### config.mk
export PLATFORM = sky130hd
export DESIGN_NAME = rwback_pipe_reg_flat
export DESIGN_NICKNAME = d
export VERILOG_FILES = /design/src/rtl/rwback_pipe_reg_if.sv /design/src/rtl/rwback_pipe_reg.sv /design/src/flat_wrapper.sv
export SDC_FILE = /design/constraint.sdc
export NUM_CORES = 1
export LEC_CHECK = 0
export CORE_AREA = 2 2 161 163
export CTS_BUF_LIST = sky130_fd_sc_hd__clkbuf_8
export CTS_CLUSTER_DIAMETER = 60
export DETAILED_ROUTE_END_ITERATION = 10
export DIE_AREA = 0 0 163 165
export GPL_TIMING_DRIVEN = 0
export PLACE_DENSITY = 0.87
export SLEW_MARGIN = 20
export SYNTH_ARGS = -nofsm -noshare
export SYNTH_HDL_FRONTEND = slang
export SYNTH_SLANG_ARGS = --single-unit
### constraint.sdc
create_clock -name clk -period 3.7 [get_ports clk]
set_clock_uncertainty 0.1 [all_clocks]
set_input_delay 0.555 -clock clk [delete_from_list [all_inputs] [get_ports clk]]
set_output_delay 0.555 -clock clk [all_outputs]
set_load 0.02 [all_outputs]
### src/rtl/rwback_pipe_reg_if.sv
// Memory->writeback bus: memory-stage values, pipe control, and the registered W-stage copies.
// The perf counter signals exist only when PIPE_WB_PERF_EN is defined.
interface rwback_pipe_reg_if #(
  parameter int DATA_W  = 64,
  parameter int REG_W   = 4,
  parameter int STAT_W  = 2,
  parameter int ICODE_W = 4
`ifdef PIPE_WB_PERF_EN
  , parameter int CNT_W = 32
`endif
);
  logic               W_stall;
  logic               W_bubble;
  logic [STAT_W-1:0]  m_stat;
  logic [ICODE_W-1:0] m_icode;
  logic [DATA_W-1:0]  m_valE;
  logic [DATA_W-1:0]  m_valM;
  logic [DATA_W-1:0]  m_valA;
  logic [REG_W-1:0]   m_dstE;
  logic [REG_W-1:0]   m_dstM;
  logic [STAT_W-1:0]  W_stat;
  logic [ICODE_W-1:0] W_icode;
  logic [DATA_W-1:0]  W_valE;
  logic [DATA_W-1:0]  W_valM;
  logic [DATA_W-1:0]  W_valA;
  logic [REG_W-1:0]   W_dstE;
  logic [REG_W-1:0]   W_dstM;
  logic               W_frozen;
`ifdef PIPE_WB_PERF_EN
  logic [CNT_W-1:0]   W_stall_cnt;
  logic [CNT_W-1:0]   W_bubble_cnt;
`endif

  modport master (
`ifdef PIPE_WB_PERF_EN
    input  W_stall_cnt, W_bubble_cnt,
`endif
    output W_stall, W_bubble, m_stat, m_icode, m_valE, m_valM, m_valA, m_dstE, m_dstM,
    input  W_stat, W_icode, W_valE, W_valM, W_valA, W_dstE, W_dstM, W_frozen
  );

  modport slave (
`ifdef PIPE_WB_PERF_EN
    output W_stall_cnt, W_bubble_cnt,
`endif
    input  W_stall, W_bubble, m_stat, m_icode, m_valE, m_valM, m_valA, m_dstE, m_dstM,
    output W_stat, W_icode, W_valE, W_valM, W_valA, W_dstE, W_dstM, W_frozen
  );
endinterface

### src/rtl/rwback_pipe_reg.sv
// Memory->writeback pipeline register with stall, bubble and a sticky exception freeze.
// Define PIPE_WB_PERF_EN to add saturating stall/bubble perf counters.
module rwback_pipe_reg #(
  parameter int DATA_W  = 64,
  parameter int REG_W   = 4,
  parameter int STAT_W  = 2,
  parameter int ICODE_W = 4
`ifdef PIPE_WB_PERF_EN
  , parameter int CNT_W = 32
`endif
) (
  input  logic               clk,
  input  logic               rst_n,
  rwback_pipe_reg_if.slave   wb
);
  localparam logic [STAT_W-1:0]  STAT_AOK  = '0;
  localparam logic [ICODE_W-1:0] ICODE_NOP = ICODE_W'(1);
  localparam logic [REG_W-1:0]   RNONE     = '1;

  logic               frozen_p1;
  logic [STAT_W-1:0]  stat_p1;
  logic [ICODE_W-1:0] icode_p1;
  logic [DATA_W-1:0]  valE_p1;
  logic [DATA_W-1:0]  valM_p1;
  logic [DATA_W-1:0]  valA_p1;
  logic [REG_W-1:0]   dstE_p1;
  logic [REG_W-1:0]   dstM_p1;

  logic do_bubble;
  logic do_stall;
  logic do_load;

  // Priority: freeze > bubble > stall > load; exactly one of these (or none when frozen).
  assign do_bubble = !frozen_p1 && wb.W_bubble;
  assign do_stall  = !frozen_p1 && !wb.W_bubble && wb.W_stall;
  assign do_load   = !frozen_p1 && !wb.W_bubble && !wb.W_stall;

  // ---- M -> W stage boundary ----
  always_ff @(posedge clk or negedge rst_n) begin
    if (!rst_n) begin
      frozen_p1 <= 1'b0;
      stat_p1   <= STAT_AOK;
      icode_p1  <= ICODE_NOP;
      valE_p1   <= '0;
      valM_p1   <= '0;
      valA_p1   <= '0;
      dstE_p1   <= RNONE;
      dstM_p1   <= RNONE;
    end else if (do_bubble) begin
      stat_p1   <= STAT_AOK;
      icode_p1  <= ICODE_NOP;
      valE_p1   <= '0;
      valM_p1   <= '0;
      valA_p1   <= '0;
      dstE_p1   <= RNONE;
      dstM_p1   <= RNONE;
    end else if (do_load) begin
      // The faulting instruction itself is captured, then everything locks until reset.
      frozen_p1 <= (wb.m_stat != STAT_AOK);
      stat_p1   <= wb.m_stat;
      icode_p1  <= wb.m_icode;
      valE_p1   <= wb.m_valE;
      valM_p1   <= wb.m_valM;
      valA_p1   <= wb.m_valA;
      dstE_p1   <= wb.m_dstE;
      dstM_p1   <= wb.m_dstM;
    end
  end

  assign wb.W_frozen = frozen_p1;
  assign wb.W_stat   = stat_p1;
  assign wb.W_icode  = icode_p1;
  assign wb.W_valE   = valE_p1;
  assign wb.W_valM   = valM_p1;
  assign wb.W_valA   = valA_p1;
  assign wb.W_dstE   = dstE_p1;
  assign wb.W_dstM   = dstM_p1;

`ifdef PIPE_WB_PERF_EN
  function automatic logic [CNT_W-1:0] sat_inc(input logic [CNT_W-1:0] v);
    return (&v) ? v : v + CNT_W'(1);
  endfunction

  logic [CNT_W-1:0] stall_cnt_p1;
  logic [CNT_W-1:0] bubble_cnt_p1;

  // ---- perf counters, updated alongside the W stage ----
  always_ff @(posedge clk or negedge rst_n) begin
    if (!rst_n) begin
      stall_cnt_p1  <= '0;
      bubble_cnt_p1 <= '0;
    end else begin
      if (do_stall)  stall_cnt_p1  <= sat_inc(stall_cnt_p1);
      if (do_bubble) bubble_cnt_p1 <= sat_inc(bubble_cnt_p1);
    end
  end

  assign wb.W_stall_cnt  = stall_cnt_p1;
  assign wb.W_bubble_cnt = bubble_cnt_p1;
`endif
endmodule
### src/flat_wrapper.sv
// flat-port wrapper written by rule: the top's interface ports become plain ports
module rwback_pipe_reg_flat 
#(
  parameter int DATA_W  = 64,
  parameter int REG_W   = 4,
  parameter int STAT_W  = 2,
  parameter int ICODE_W = 4

)
  (clk, rst_n, wb_W_stall, wb_W_bubble, wb_m_stat, wb_m_icode, wb_m_valE, wb_m_valM, wb_m_valA, wb_m_dstE, wb_m_dstM, wb_W_stat, wb_W_icode, wb_W_valE, wb_W_valM, wb_W_valA, wb_W_dstE, wb_W_dstM, wb_W_frozen);
  rwback_pipe_reg_if #(.DATA_W(DATA_W), .REG_W(REG_W), .STAT_W(STAT_W), .ICODE_W(ICODE_W)) wb_i ();
  input  logic clk;
  input  logic rst_n;
  input wire logic [$bits(wb_i.W_stall)-1:0] wb_W_stall;
  input wire logic [$bits(wb_i.W_bubble)-1:0] wb_W_bubble;
  input wire logic [$bits(wb_i.m_stat)-1:0] wb_m_stat;
  input wire logic [$bits(wb_i.m_icode)-1:0] wb_m_icode;
  input wire logic [$bits(wb_i.m_valE)-1:0] wb_m_valE;
  input wire logic [$bits(wb_i.m_valM)-1:0] wb_m_valM;
  input wire logic [$bits(wb_i.m_valA)-1:0] wb_m_valA;
  input wire logic [$bits(wb_i.m_dstE)-1:0] wb_m_dstE;
  input wire logic [$bits(wb_i.m_dstM)-1:0] wb_m_dstM;
  output wire logic [$bits(wb_i.W_stat)-1:0] wb_W_stat;
  output wire logic [$bits(wb_i.W_icode)-1:0] wb_W_icode;
  output wire logic [$bits(wb_i.W_valE)-1:0] wb_W_valE;
  output wire logic [$bits(wb_i.W_valM)-1:0] wb_W_valM;
  output wire logic [$bits(wb_i.W_valA)-1:0] wb_W_valA;
  output wire logic [$bits(wb_i.W_dstE)-1:0] wb_W_dstE;
  output wire logic [$bits(wb_i.W_dstM)-1:0] wb_W_dstM;
  output wire logic [$bits(wb_i.W_frozen)-1:0] wb_W_frozen;
  assign wb_i.W_stall = wb_W_stall;
  assign wb_i.W_bubble = wb_W_bubble;
  assign wb_i.m_stat = wb_m_stat;
  assign wb_i.m_icode = wb_m_icode;
  assign wb_i.m_valE = wb_m_valE;
  assign wb_i.m_valM = wb_m_valM;
  assign wb_i.m_valA = wb_m_valA;
  assign wb_i.m_dstE = wb_m_dstE;
  assign wb_i.m_dstM = wb_m_dstM;
  assign wb_W_stat = wb_i.W_stat;
  assign wb_W_icode = wb_i.W_icode;
  assign wb_W_valE = wb_i.W_valE;
  assign wb_W_valM = wb_i.W_valM;
  assign wb_W_valA = wb_i.W_valA;
  assign wb_W_dstE = wb_i.W_dstE;
  assign wb_W_dstM = wb_i.W_dstM;
  assign wb_W_frozen = wb_i.W_frozen;
  rwback_pipe_reg #(.DATA_W(DATA_W), .REG_W(REG_W), .STAT_W(STAT_W), .ICODE_W(ICODE_W)) u_core (.clk(clk), .rst_n(rst_n), .wb(wb_i));
endmodule
# After elaboration in Yosys (flattened, before gate mapping)
# Cells that the tools add are included.
[classes]
mux = 14
n_bitwise = 1
reduce_logical = 9
[op_table]
columns = ["op", "n"]
rows = [
  ["$mux 64", 6],
  ["$mux 4", 6],
  ["$mux 2", 2],
  ["$reduce_bool 2->1", 2],
  ["$logic_and 1x1->1", 3],
  ["$logic_not 1->1", 3],
  ["$reduce_and 2->1", 1],
  ["$not 1->1", 1],
]
[word_totals]
register_bits = 207
out_inout_bits = 207
word_cells = 32
inputBits = 210

# Longest topological paths before layout
[depth]
depth_word = 5
ltp_mapped = 6
ltp_nobuf = 2

# Worst setup path after synthesis
# OpenSTA, ideal clock, no wires.
[synth_path]
path_type = "input to register"
start = "input port wb_W_stall"
end = "register u_core.valA_p1[0] (netlist: u_core.wb.W_valA[0])"
cell_stages = 6
path_buffers = 4
path_slack_ns = 2.017
arrival_ns = 1.459
required_time_ns = 3.476
setup_time_ns = 0.124
cell_sequence = "buf_6 > nor2b_1 > buf_6 > buf_6 > buf_6 > a211o_1"
[synth_between]
elab_chain_len = 3
[synth_rtl]
columns = ["element", "line_no", "rtl"]
rows = [
  ["start, declared", "flat_wrapper.sv:14", "input wire logic [$bits(wb_i.W_stall)-1:0] wb_W_stall;"],
  ["$logic_not 1->1", "rwback_pipe_reg.sv:36", "assign do_load = !frozen_p1 && !wb.W_bubble && !wb.W_stall;"],
  ["$logic_and 1x1->1", "rwback_pipe_reg.sv:36", ""],
  ["$reduce_bool 2->1 (no line)", "n/a", ""],
  ["end signal, assigned", "rwback_pipe_reg.sv:64", "valA_p1 <= wb.m_valA;"],
  ["end, declared", "rwback_pipe_reg.sv:25", "logic [DATA_W-1:0] valA_p1;"],
]
# Every way passes these cells.
# A chain may end at the register's enable or synchronous reset.

# Worst setup path in the final report
[layout_path]
start = "register u_core.dstE_p1[1] (netlist: u_core.wb.W_dstE[1])"
end = "output port wb_W_dstE[1]"
[layout_rtl]
columns = ["element", "line_no", "rtl"]
rows = [
  ["start, declared", "rwback_pipe_reg.sv:26", "logic [REG_W-1:0] dstE_p1;"],
  ["start signal, assigned", "rwback_pipe_reg.sv:65", "dstE_p1 <= wb.m_dstE;"],
  ["end, declared", "flat_wrapper.sv:28", "output wire logic [$bits(wb_i.W_dstE)-1:0] wb_W_dstE;"],
]
# No word-level cell between the ends.

==> run metrics <==
M2 GR Usage=0.4563; H-tree level count=2; VDD IR max=between 0.2 and 0.25 mV; Vias=10039; Critical path buffers and inverters=1; setup TNS=0 ns; final-report setup violation count=0; layout cells sized above 1=0.08920; flop-to-flop setup slack=~1.9 ns; crit-path max FO=3; die span in x=about 160 um; port bufs=414; synth top area cells=dfrtp_1, a211o_1, nor4b_1; antenna violations before repair=2; syn nets=around 1200; Critical Path End Type=output port; hpwl dp=approximately 27 mm; area share of the leading cell type in the synthesized netlist=0.4615; largest family of logic cells by synthesized area=simple AND/OR/NAND/NOR gates; Setup Buffers After CTS=0; Starting Density=0.4288; vias in the first global route=~10000; leak pwr=about 5.3 nW; Ports=about 420; Top delay family on crit path=buffers and inverters; CP max stage delay=roughly 0.62 ns; die span in y=~170 um; max_slew headroom=0.5496; post-synth top area cell=dfrtp_1; Slew Limit Fails=0; CP max-delay cell=clkdlybuf4s50_1; Seq/Total Area, Yosys=0.4836; Longest Clk Path Bufs=3; worst path cell trace=clkdlybuf4s50_1; FF+latch count, synth=207; P&R area growth vs syn=50.28%; most common cell after layout, fill and taps aside=clkdlybuf4s50_1; max-cap viol count=0; RSZ-0062 raised after global routing=false; met1 Track Usage GR=0.2982; GP Congestion=approximately 0.87; FMAX=approximately 0.43 GHz; Pre-Repair DR Iteration Count=5; status=completed; DRC Markers=0; Stages on worst setup path=1; mapped cell area=10740 um^2; WP data arrival=~1.7 ns; first-pass GRT wire length=roughly 56 mm; Top Usage Layer GRT=met2; Hold Crit Class=flop to flop; DR vias/cell=between 5 and 6; CP startpoint=u_core.wb.W_dstE[1]$_DFFE_PN1P_; Worst R2R End=u_core.wb.W_valM[19]$_DFFE_PN0P_; post-synthesis xor/xnor area fraction=0; combinational share of power=0.095; Std-Cell Rows=slightly below 60; Total GRT Usage=0.2627; R2R depth=5; 1st-iter DRT viols=approximately 610; drt wl/cell=20.79 um; Worst Setup Start Kind=flop; PwrDens=305.6 nW/um^2; Net Sw Power=about 1.2 mW; clk root buf=clkbuf_8; Synth cell types=16; register share of total power=0.460; worst-case hold slack=0.3804 ns; final worst path period share=0.6343; Worst-path clk slew=~0.060 ns; TritonCTS Buffers=38; switch share=0.2361; min cycle time layout=2.347 ns; Post-Synth Simple-Gate Area=0.2869; Worst Path Class, Setup=flop to output port; post-synthesis compound-gate area fraction=0.1677; synthesized instance count=between 900 and 1000; Critical Path End=wb_W_dstE[1]; Worst-Skew Late Latency=roughly 0.5 ns; core area=around 25000 um^2; Sink Count=207; die footprint=approximately 27000 um^2; CTS tree=built; Synth Area in Adders=0; nets@finish=between 1500 and 2000; largest net degree at the start of global routing=between 90 and 100; Clock power frac=0.446; Pint=approximately 3.8 mW; final hold vios=0; synthesized area per cell=around 11 um^2; post-detailed-route count of antenna-violating nets=0; Finished Core Util=0.6444; WP data required=3.04 ns; RR Startpoint=u_core.wb.W_frozen$_DFFE_PN0P_; most used cells in the layout excluding fill and tap cells=clkdlybuf4s50_1, dfrtp_1, and2_1, nor4b_1, a211o_1; met3 Use GR=0.08137; mux cell area share after synthesis=0; GR Overflow Total=0; synth warn=0; measured slew at the worst slew-check pin=roughly 0.68 ns; final WL=36.72 mm
## worst register-to-register path, cell delays in order, from the launching register on
cell,delay (ns)
dfrtp_1,0.37
buf_2,0.18
buf_2,0.23
buf_2,0.22
nor4b_1,0.50
a211o_1,0.17
## logic make-up after synthesis
kind of cell,after synthesis
DFF,207
buffers and inverters,125
and+or+nand+nor,414
AOI/OAI and AO/OA,207
## sequential cells by signal (all words and copies together) (netlist names)
signal / cells
u_core.wb.W_valA: 64
u_core.wb.W_dstE: 4
u_core.wb.W_frozen: 1
u_core.wb.W_dstM: 4
u_core.wb.W_valE: 64
u_core.wb.W_valM: 64
u_core.wb.W_stat: 2
u_core.wb.W_icode: 4
## power by group through the flow
stage	registers (mW)	logic, mW	clock network, mW
floorplan	2.31	0.143	0
global placement	2.31	0.455	0
detailed placement	2.31	0.465	0
CTS	2.27	0.470	2.24
global route	2.26	0.500	2.35
finish	2.27	0.467	2.20
## cell usage after synthesis
| master | instances |
|---|---|
| clkbuf_1 | 53 |
| a211o_1 | 197 |
| a211oi_1 | 9 |
| buf_1 | 1 |
| buf_2 | 41 |
| dfrtp_1 | 198 |
| and2_1 | 197 |
| buf_6 | 18 |
| o31ai_1 | 1 |
| dfstp_2 | 9 |
| nor2b_1 | 10 |
| buf_4 | 2 |
| nor4_1 | 9 |
| nor2_1 | 1 |
| inv_1 | 10 |
| nor4b_1 | 197 |
## layer usage
metal  share of wire  routed length, um
met1            0.38              13980
met2            0.50              18240
met4           0.039               1416
met3           0.083               3066
met5         0.00035                 13
## how the worst min path moves through the flow
stage	from	to	slack, ns	cells after the start
finish	u_core.wb.W_dstM[1]$_DFFE_PN1P_	u_core.wb.W_dstM[1]$_DFFE_PN1P_	0.38	2
global route	u_core.wb.W_icode[0]$_DFFE_PN1P_	u_core.wb.W_icode[0]$_DFFE_PN1P_	0.40	2
CTS	u_core.wb.W_dstM[1]$_DFFE_PN1P_	u_core.wb.W_dstM[1]$_DFFE_PN1P_	0.38	2
detailed placement	u_core.wb.W_dstM[1]$_DFFE_PN1P_	u_core.wb.W_dstM[1]$_DFFE_PN1P_	0.37	2
global placement	u_core.wb.W_dstE[3]$_DFFE_PN1P_	u_core.wb.W_dstE[3]$_DFFE_PN1P_	0.36	2
floorplan	rst_n	u_core.wb.W_frozen$_DFFE_PN0P_	0.16	0
## through the flow
stage	total power [mW]	cell area, um^2	std cells	setup slack, ns
detailed placement	2.770	15350	1699	1.580
global route	5.110	16130	1766	1.306
finish	4.930	16130	1766	1.353
global placement	2.763	15290	1697	-7.007
CTS	4.972	16130	1765	1.325
floorplan	2.449	10740	953	2.017
## area by class of cell
class                           instances  area [um^2]
Fill cell                            1944         8904
Sequential cell                       207         5191
Multi-Input combinational cell        621         4881
Timing Repair Buffer                  417         4214
Clock buffer                           52        715.7
Buffer                                115        625.6
Tap cell                              330        412.9
Clock inverter                         13        52.55
Inverter                               10        37.54
Antenna cell                            1        2.502
## timing repair
item / in CTS / in global routing
gates resized for setup: 0 / 0
hold endpoints to repair: 57 / 0
hold buffers: 1 / 0
Power figures use the tool's default switching activity.
